[config.mk]
export PLATFORM = sky130hd
export DESIGN_NAME = hazard_unit
export DESIGN_NICKNAME = d
export VERILOG_FILES = /design/src/rtl/hazard_unit.sv
export SDC_FILE = /design/constraint.sdc
export NUM_CORES = 1
export LEC_CHECK = 0
export BUFFER_PORTS_ARGS = -buffer_cell sky130_fd_sc_hd__buf_2
export CORE_UTILIZATION = 53
export DETAILED_ROUTE_END_ITERATION = 10
export GPL_TIMING_DRIVEN = 0
export HOLD_SLACK_MARGIN = 0.12
export PLACE_DENSITY = 0.92
export SYNTH_ARGS = -nofsm -noshare
export SYNTH_HDL_FRONTEND = slang
export SYNTH_SLANG_ARGS = --single-unit
[constraint.sdc]
create_clock -name clk_i -period 2.63 [get_ports clk_i]
set_input_delay 0.263 -clock clk_i [delete_from_list [all_inputs] [get_ports clk_i]]
set_output_delay 0.263 -clock clk_i [all_outputs]
set_load 0.005 [all_outputs]
[src/rtl/hazard_unit.sv]
// hazard_unit
// Pipeline control for the 5-stage core: stall/flush controls for the F/D,
// D/E, E/M and M/W stage registers, E-stage operand forwarding selects, a
// data-memory wait FSM with timeout, and saturating stall/flush counters.
//
// Ports
//   clk_i, rst_ni               clock, asynchronous active-low reset
//   Rs1D_i, Rs2D_i              sources of the instruction in D
//   Rs1E_i, Rs2E_i, RdE_i       sources/destination of the instruction in E
//   ResultSrcE_i                result select in E (2'b01 = load)
//   PCSrcE_i                    taken branch / jump resolved in E
//   RdM_i, RegWriteM_i          destination and write enable in M
//   RdW_i, RegWriteW_i          destination and write enable in W
//   MemReqM_i, MemReadyM_i      data memory request in M / access completes
//   StallF_o..StallM_o          hold the stage register
//   FlushD_o, FlushE_o, FlushW_o  load a bubble into the stage register
//   ForwardAE_o, ForwardBE_o    00 regfile, 01 W result, 10 M ALU result
//   MemErr_o                    sticky memory-timeout error (registered)
//   StallCycles_o, FlushCycles_o  saturating performance counters
module hazard_unit #(
  parameter int REGISTER_ADDRESS_WIDTH = 5,
  parameter int WAIT_TIMEOUT           = 255,
  parameter int COUNT_WIDTH            = 32
) (
  input  logic                              clk_i,
  input  logic                              rst_ni,
  input  logic [REGISTER_ADDRESS_WIDTH-1:0] Rs1D_i,
  input  logic [REGISTER_ADDRESS_WIDTH-1:0] Rs2D_i,
  input  logic [REGISTER_ADDRESS_WIDTH-1:0] Rs1E_i,
  input  logic [REGISTER_ADDRESS_WIDTH-1:0] Rs2E_i,
  input  logic [REGISTER_ADDRESS_WIDTH-1:0] RdE_i,
  input  logic [1:0]                        ResultSrcE_i,
  input  logic                              PCSrcE_i,
  input  logic [REGISTER_ADDRESS_WIDTH-1:0] RdM_i,
  input  logic                              RegWriteM_i,
  input  logic [REGISTER_ADDRESS_WIDTH-1:0] RdW_i,
  input  logic                              RegWriteW_i,
  input  logic                              MemReqM_i,
  input  logic                              MemReadyM_i,
  output logic                              StallF_o,
  output logic                              StallD_o,
  output logic                              StallE_o,
  output logic                              StallM_o,
  output logic                              FlushD_o,
  output logic                              FlushE_o,
  output logic                              FlushW_o,
  output logic [1:0]                        ForwardAE_o,
  output logic [1:0]                        ForwardBE_o,
  output logic                              MemErr_o,
  output logic [COUNT_WIDTH-1:0]            StallCycles_o,
  output logic [COUNT_WIDTH-1:0]            FlushCycles_o
);

  typedef enum logic [1:0] {
    ST_RUN  = 2'd0,
    ST_WAIT = 2'd1,
    ST_ERR  = 2'd2
  } state_e;

  localparam logic [15:0] TIMEOUT = 16'(WAIT_TIMEOUT);
  localparam logic [REGISTER_ADDRESS_WIDTH-1:0] X0 = '0;
  localparam logic [COUNT_WIDTH-1:0] CNT_MAX = '1;
  localparam logic [COUNT_WIDTH-1:0] CNT_ONE = COUNT_WIDTH'(1);

  state_e                   state_q, state_d;
  logic [15:0]              wait_cnt_q, wait_cnt_d;
  logic                     mem_err_q, mem_err_d;
  logic [COUNT_WIDTH-1:0]   stall_cnt_q, stall_cnt_d;
  logic [COUNT_WIDTH-1:0]   flush_cnt_q, flush_cnt_d;

  logic mem_stall;
  logic lw_stall;
  logic hold_all;

  // Forwarding select for one E-stage source; M is newer than W so it wins.
  function automatic logic [1:0] fwd_sel(
    input logic [REGISTER_ADDRESS_WIDTH-1:0] rs,
    input logic [REGISTER_ADDRESS_WIDTH-1:0] rd_m,
    input logic                              we_m,
    input logic [REGISTER_ADDRESS_WIDTH-1:0] rd_w,
    input logic                              we_w
  );
    logic [1:0] sel;
    if (we_m && (rd_m != X0) && (rd_m == rs)) begin
      sel = 2'b10;
    end else if (we_w && (rd_w != X0) && (rd_w == rs)) begin
      sel = 2'b01;
    end else begin
      sel = 2'b00;
    end
    return sel;
  endfunction

  // Hazard terms and forwarding selects.
  always_comb begin
    mem_stall   = MemReqM_i & ~MemReadyM_i;
    lw_stall    = (ResultSrcE_i == 2'b01) && (RdE_i != X0) &&
                  ((RdE_i == Rs1D_i) || (RdE_i == Rs2D_i));
    // The error state freezes the pipeline exactly like an outstanding access.
    hold_all    = (state_q == ST_ERR) | mem_stall;
    ForwardAE_o = fwd_sel(Rs1E_i, RdM_i, RegWriteM_i, RdW_i, RegWriteW_i);
    ForwardBE_o = fwd_sel(Rs2E_i, RdM_i, RegWriteM_i, RdW_i, RegWriteW_i);
  end

  // Stall/flush outputs; a frozen pipeline suppresses load-use and redirect
  // handling, which re-evaluate once E is released.
  always_comb begin
    StallF_o = 1'b0;
    StallD_o = 1'b0;
    StallE_o = 1'b0;
    StallM_o = 1'b0;
    FlushD_o = 1'b0;
    FlushE_o = 1'b0;
    FlushW_o = 1'b0;
    if (hold_all) begin
      StallF_o = 1'b1;
      StallD_o = 1'b1;
      StallE_o = 1'b1;
      StallM_o = 1'b1;
      FlushW_o = 1'b1;
    end else begin
      StallF_o = lw_stall;
      StallD_o = lw_stall;
      FlushD_o = PCSrcE_i;
      FlushE_o = lw_stall | PCSrcE_i;
    end
  end

  // Memory-wait FSM next state and wait counter.
  always_comb begin
    state_d    = state_q;
    wait_cnt_d = wait_cnt_q;
    case (state_q)
      ST_RUN: begin
        if (mem_stall) begin
          state_d    = ST_WAIT;
          wait_cnt_d = 16'd1;
        end else begin
          wait_cnt_d = 16'd0;
        end
      end
      ST_WAIT: begin
        if (MemReadyM_i) begin
          state_d    = ST_RUN;
          wait_cnt_d = 16'd0;
        end else if (wait_cnt_q == TIMEOUT) begin
          state_d    = ST_ERR;
        end else begin
          wait_cnt_d = wait_cnt_q + 16'd1;
        end
      end
      ST_ERR: begin
        state_d = ST_ERR;
      end
      default: begin
        state_d    = ST_RUN;
        wait_cnt_d = 16'd0;
      end
    endcase
  end

  // Sticky error flag and saturating counters.
  always_comb begin
    mem_err_d = mem_err_q | (state_d == ST_ERR);
    if (StallF_o && (stall_cnt_q != CNT_MAX)) begin
      stall_cnt_d = stall_cnt_q + CNT_ONE;
    end else begin
      stall_cnt_d = stall_cnt_q;
    end
    if (FlushD_o && (flush_cnt_q != CNT_MAX)) begin
      flush_cnt_d = flush_cnt_q + CNT_ONE;
    end else begin
      flush_cnt_d = flush_cnt_q;
    end
  end

  // State registers.
  always_ff @(posedge clk_i or negedge rst_ni) begin
    if (!rst_ni) begin
      state_q     <= ST_RUN;
      wait_cnt_q  <= 16'd0;
      mem_err_q   <= 1'b0;
      stall_cnt_q <= '0;
      flush_cnt_q <= '0;
    end else begin
      state_q     <= state_d;
      wait_cnt_q  <= wait_cnt_d;
      mem_err_q   <= mem_err_d;
      stall_cnt_q <= stall_cnt_d;
      flush_cnt_q <= flush_cnt_d;
    end
  end

  assign MemErr_o      = mem_err_q;
  assign StallCycles_o = stall_cnt_q;
  assign FlushCycles_o = flush_cnt_q;

endmodule

## Word level (Yosys, flattened, before mapping)

Index checks and enable logic that the tools add are counted.

| storage, ports and cells | value |
|---|---|
| bits of input ports | 44 |
| register bits | 83 |
| output and inout bits | 76 |
| logic and storage cells | 60 |

| operators by class | value |
|---|---|
| add/subtract/negate cells | 3 |
| bitwise operators | 6 |
| equality and inequality tests | 14 |
| mux-type cells | 16 |
| reduce and logical (&&, ||, !) cells | 16 |

Operator list:

| kind | number |
|---|---|
| 32-bit by 1-bit adder with 32-bit output (second input constant) | 2 |
| 32-bit inequality test (second input constant) | 2 |
| 16-bit case mux with 3 select lines | 1 |
| 16-bit 2-to-1 mux | 2 |
| 5-bit equality test | 6 |
| 16-bit by 1-bit adder with 16-bit output (second input constant) | 1 |
| 16-bit by 8-bit equality test with 1-bit output (second input constant) | 1 |
| 5-bit nonzero test | 3 |
| 1-bit logical AND | 10 |
| 2-bit 2-to-1 mux | 5 |
| 1-bit 2-to-1 mux | 7 |
| 2-bit case mux with 3 select lines | 1 |
| 2-bit by 1-bit equality test with 1-bit output (second input constant) | 2 |
| 2-bit equality test (second input constant) | 2 |
| 3-bit inequality test (second input constant) | 1 |
| 1-bit bitwise OR | 3 |
| 2-bit zero test | 1 |
| 1-bit inverter | 2 |
| 2-bit AND reduction | 1 |
| 1-bit AND | 1 |
| 1-bit logical OR | 1 |

## Depth between registers and ports, before layout

| logic depth | value |
|---|---|
| depth in word-level cells | 6 |
| mapped depth | 8 |
| depth with buffers taken out | 8 |

## Worst setup path before layout

No wires, ideal clock.

| timing | value |
|---|---|
| path type | reg2reg |
| start | reg stall_cnt_q[0] (netlist: StallCycles_o[0]) |
| end | reg stall_cnt_q[1] (netlist: StallCycles_o[1]) |
| data required time | 2503 ps |
| path buffers | 1 |
| setup slack | 601 ps |
| library setup time | 127 ps |
| data arrival time | 1901 ps |
| period minus slack after synthesis | 2029 ps |
| stages on the path, launching flop included | 8 |
| path through | dfrtp_1 ha_1 and2_1 nand4_2 o32a_1 o21ai_2 buf_6 mux2_1 |

| between the ends | value |
|---|---|
| word-level cells in the longest chain between the ends | 2 |
| elaborated cells between the ends (all ways) | 3 |
| classes of those cells | add/sub: 1; eq/ne: 1; reduce/logical: 1 |

Ends and longest elaborated chain:

| element | line | text |
|---|---|---|
| start: declaration | 68 | `logic [COUNT_WIDTH-1:0] stall_cnt_q, stall_cnt_d;` |
| start signal: assignment | 189 | `stall_cnt_q <= stall_cnt_d;` |
| parallel branches: the longest is 2 deep, another holds 32-bit by 1-bit adder with 32-bit output | n/a |  |

Several ways; the timed one is not identified.
A chain may end at the register's enable or synchronous reset.

## Final worst setup path

Same ends and word-level chain as after synthesis.

==> impl_metrics.ini <==
[power_and_ir_drop]
p_int_uw = 2160
switching_share_pct = 26.2
p_leak_uw = 0.00273
p_seq_share_pct = 50.4
pwr-share-clk_pct = 35.1
combPwrFrac_pct = 14.5
power_density_nw_per_um2 = 537
ir_drop_mv = 0.268
p_switching_uw = 765

[place]
io_buffers = 119
gp_congestion = 0.813
dpl_cell_area_um2 = 5200
hpwl_mm = 7.55

[critical_path]
slowest_delay_ps = 460
r2r-end = StallCycles_o[1]
crit_required_ps = 2860
crit_fanout = 10
worstSetupPathType = reg -> reg
critPathLaunchType = flop
r2r_cells = 7
rrSetupSlack_ps = 280
critPathSlowestCell = o32a_1
cp-end-kind = flop
r2r_start = StallCycles_o[0]
worstPathCellList = ha_1, and2_1, nand4_2, o32a_1, o21ai_2, buf_6, mux2_1
arrival_ps = 2580

[die]
core_um2 = 8180
initial_utilization_pct = 54.5
dieHeight_um = 93.7
row_count = 33
die_w_um = 93.7
io_pins = 120
die_area_um2 = 8770

[clock_network]
tritoncts = yes
cts_inserted_buffers = 9
cts_root_buf = clkbuf_8
cts.sinks = 83
path_clk_slew_ps = 80
postCtsSetupRepairBufs = 0
clockBufferDepth = 2
clk_latency_ps = 350
htree_num_levels = 3

[worst_hold_path]
hp-class = in -> reg
holdPathStages = 2
worstHoldStart = MemReadyM_i
hold_end = state_q[0]

[timing]
slew_headroom_pct = 61.0
worstMarginPinSlew_ps = 584
rsz0062_at_grt = no
fmax_mhz = 426
finalHoldViolations = 0
tns_ps = 0
fin_skew_ps = 13.8
slew_violations = 0
setup_viol = 0
fin_crit_sh_pct = 89.2
min_period_ps = 2350

[yosys]
ys_dominant_reg_cell = dfrtp_1
synth_nets = 485
synthCells = 438
seq_area_frac_synth_pct = 46.6
yosysWarnings = 0
netlist_area_um2 = 4450
synth-edff-count = 0
synthArstFlopShare_pct = 100
syn_avg_cell_area_um2 = 10.2
synth_cell_types = 49
synth_seq_cells = 83

[global_route]
antenna_found_initial = 0
top_usage_layer = met2
met2_usage_pct = 42.8
track_usage_pct = 23.8
grtUsageMet3_pct = 3.56
grt_overflow = 0
grt_pass1_wl_mm = 16.5
grt_start_max_net_pins = 43
grt_pass1_vias = 3704
use_met1_pct = 28.4

[final_layout]
area_growth_pct = 22.2
n_fill_cell = 601
drive_gt1_share_pct = 27.3
fin_area_um2 = 5440
n_antenna_cell = 0
nets = 617

[route]
firstDrtPassIters = 4
drc_errors = 0
route.vias.total = 3787
via_per_inst = 5.57
wl_per_cell_um = 14.7
drt_iter0_drc = 242
ant_nets = 0
wl_mm = 10.0

[run]
cap_violations = 0

[status]
status = finished clean
==> power groups by stage <==
stage / Clock (µW) / Sequential, µW / Combinational (µW)
finish: 1030 / 1470 / 423
global route: 1100 / 1490 / 473
CTS: 1040 / 1470 / 428
detailed placement: 0 / 1500 / 422
global placement: 0 / 1490 / 391
floorplan: 0 / 1490 / 202
==> metal layers <==
layer,wire length (µm),part of all wire [%],vias up
met1,4070,41,1822
met5,0,0,-
met4,207,2.1,0
met3,517,5.2,20
li1,-,-,1803
met2,5220,52,142
==> cells by family (layout without fill, tap and decap cells) <==
kind of cell               count (synthesis)  after routing  synth area share (%)
AOI/OAI and AO/OA                         18             18                  2.81
adders and majority gates                  3              3                 0.843
DFF                                       83             83                  46.6
buffers and inverters                     14            151                  1.71
and+or+nand+nor                          210            210                  26.1
muxes                                      6              6                  1.43
xor gates and xnor gates                 104            104                  20.5
==> synth_stat cells (3+ instances only) <==
cell type	count	area, µm²
nand4_1	19	119
nor4_1	13	81.3
xor2_1	55	482
dfrtp_1	83	2080
nor3_1	13	65.1
nand2_1	36	135
nand2b_1	3	18.8
buf_4	4	30.0
ha_1	3	37.5
and4_1	11	96.3
nor2_1	39	146
nand3_1	29	145
a21oi_1	5	25.0
mux2i_1	3	30.0
xnor2_1	49	429
or4_1	5	37.5
inv_1	5	18.8
and3_1	17	106
and2_1	8	50.1
==> critical path, delay by kind of cell (launching register included) <==
family / cells / cell delay (ps)
AO/OA/AOI/OAI: 2 / 640
AND/OR/NAND/NOR: 2 / 470
flip-flops: 1 / 400
multiplexers: 1 / 330
buffers and inverters: 1 / 210
adder cells (fa/ha/maj): 1 / 180
==> worst max-delay path by stage <==
stage                                start                to  slack (ps)  depth (start not counted)
final                     StallCycles_o[0]  StallCycles_o[1]         280                          7
after global routing      StallCycles_o[0]  StallCycles_o[1]         180                          7
after CTS                 StallCycles_o[0]  StallCycles_o[1]         320                          7
after detailed placement  StallCycles_o[0]  StallCycles_o[1]         330                          7
after global placement    StallCycles_o[0]  StallCycles_o[1]         410                          7
after floorplan           StallCycles_o[0]  StallCycles_o[1]         600                          7
==> through the flow <==
stage / total power [µW] / cells / utilization, % / hold slack (ps) / setup slack, ps
6_report: 2920 / 680 / 66.5 / 155 / 284
5_1_grt: 3060 / 680 / 66.5 / 149 / 177
3_5_place_dp: 1920 / 663 / 63.6 / 284 / 327
4_1_cts: 2940 / 680 / 66.5 / 138 / 316
2_1_floorplan: 1690 / 438 / - / -32.6 / 601
3_3_place_gp: 1880 / 662 / 63.4 / 445 / 410
==> cells in the final DEF, fill, tap and decap left out, drive strengths merged, types with 2 or more instances in the layout <==
cell type and count:
or3 2, xnor2 49, a211oi 2, nor2 39, inv 6, a21oi 5, ha 3, mux2i 3
xor2 55, or4 6, nor3 13, nor4 15, nand2 36, clkbuf 14, dfrtp 83, and4 12
nand3 29, o31ai 2, mux2 3, o21ai 5, buf 126, and3 18, nand3b 2, or2 2
nand4 20, nand2b 3, bufinv 2, and2 8
==> state kept, by name (all words and copies together), names as in the netlist <==
name	flops
FlushCycles_o	32
MemErr_o	1
StallCycles_o	32
wait_cnt_q	16
state_q	2
==> final cells by class <==
cell class                      count  area, µm²  share of cell area [%]
Multi-Input combinational cell    341       2300                    42.3
Inverter                            6       22.5                   0.414
Buffer                              8       53.8                   0.989
Sequential cell                    83       2080                    38.2
Timing Repair Buffer              121        628                    11.5
Clock inverter                      4       72.6                    1.33
Clock buffer                       12        155                    2.85
Tap cell                          105        131                    2.41
==> what timing repair did <==
item,4_1_cts,5_1_grt
resized for setup,0,0
endpoints found under the hold margin,41,0
hold buffers,1,0
Power figures use the tool's default switching activity.
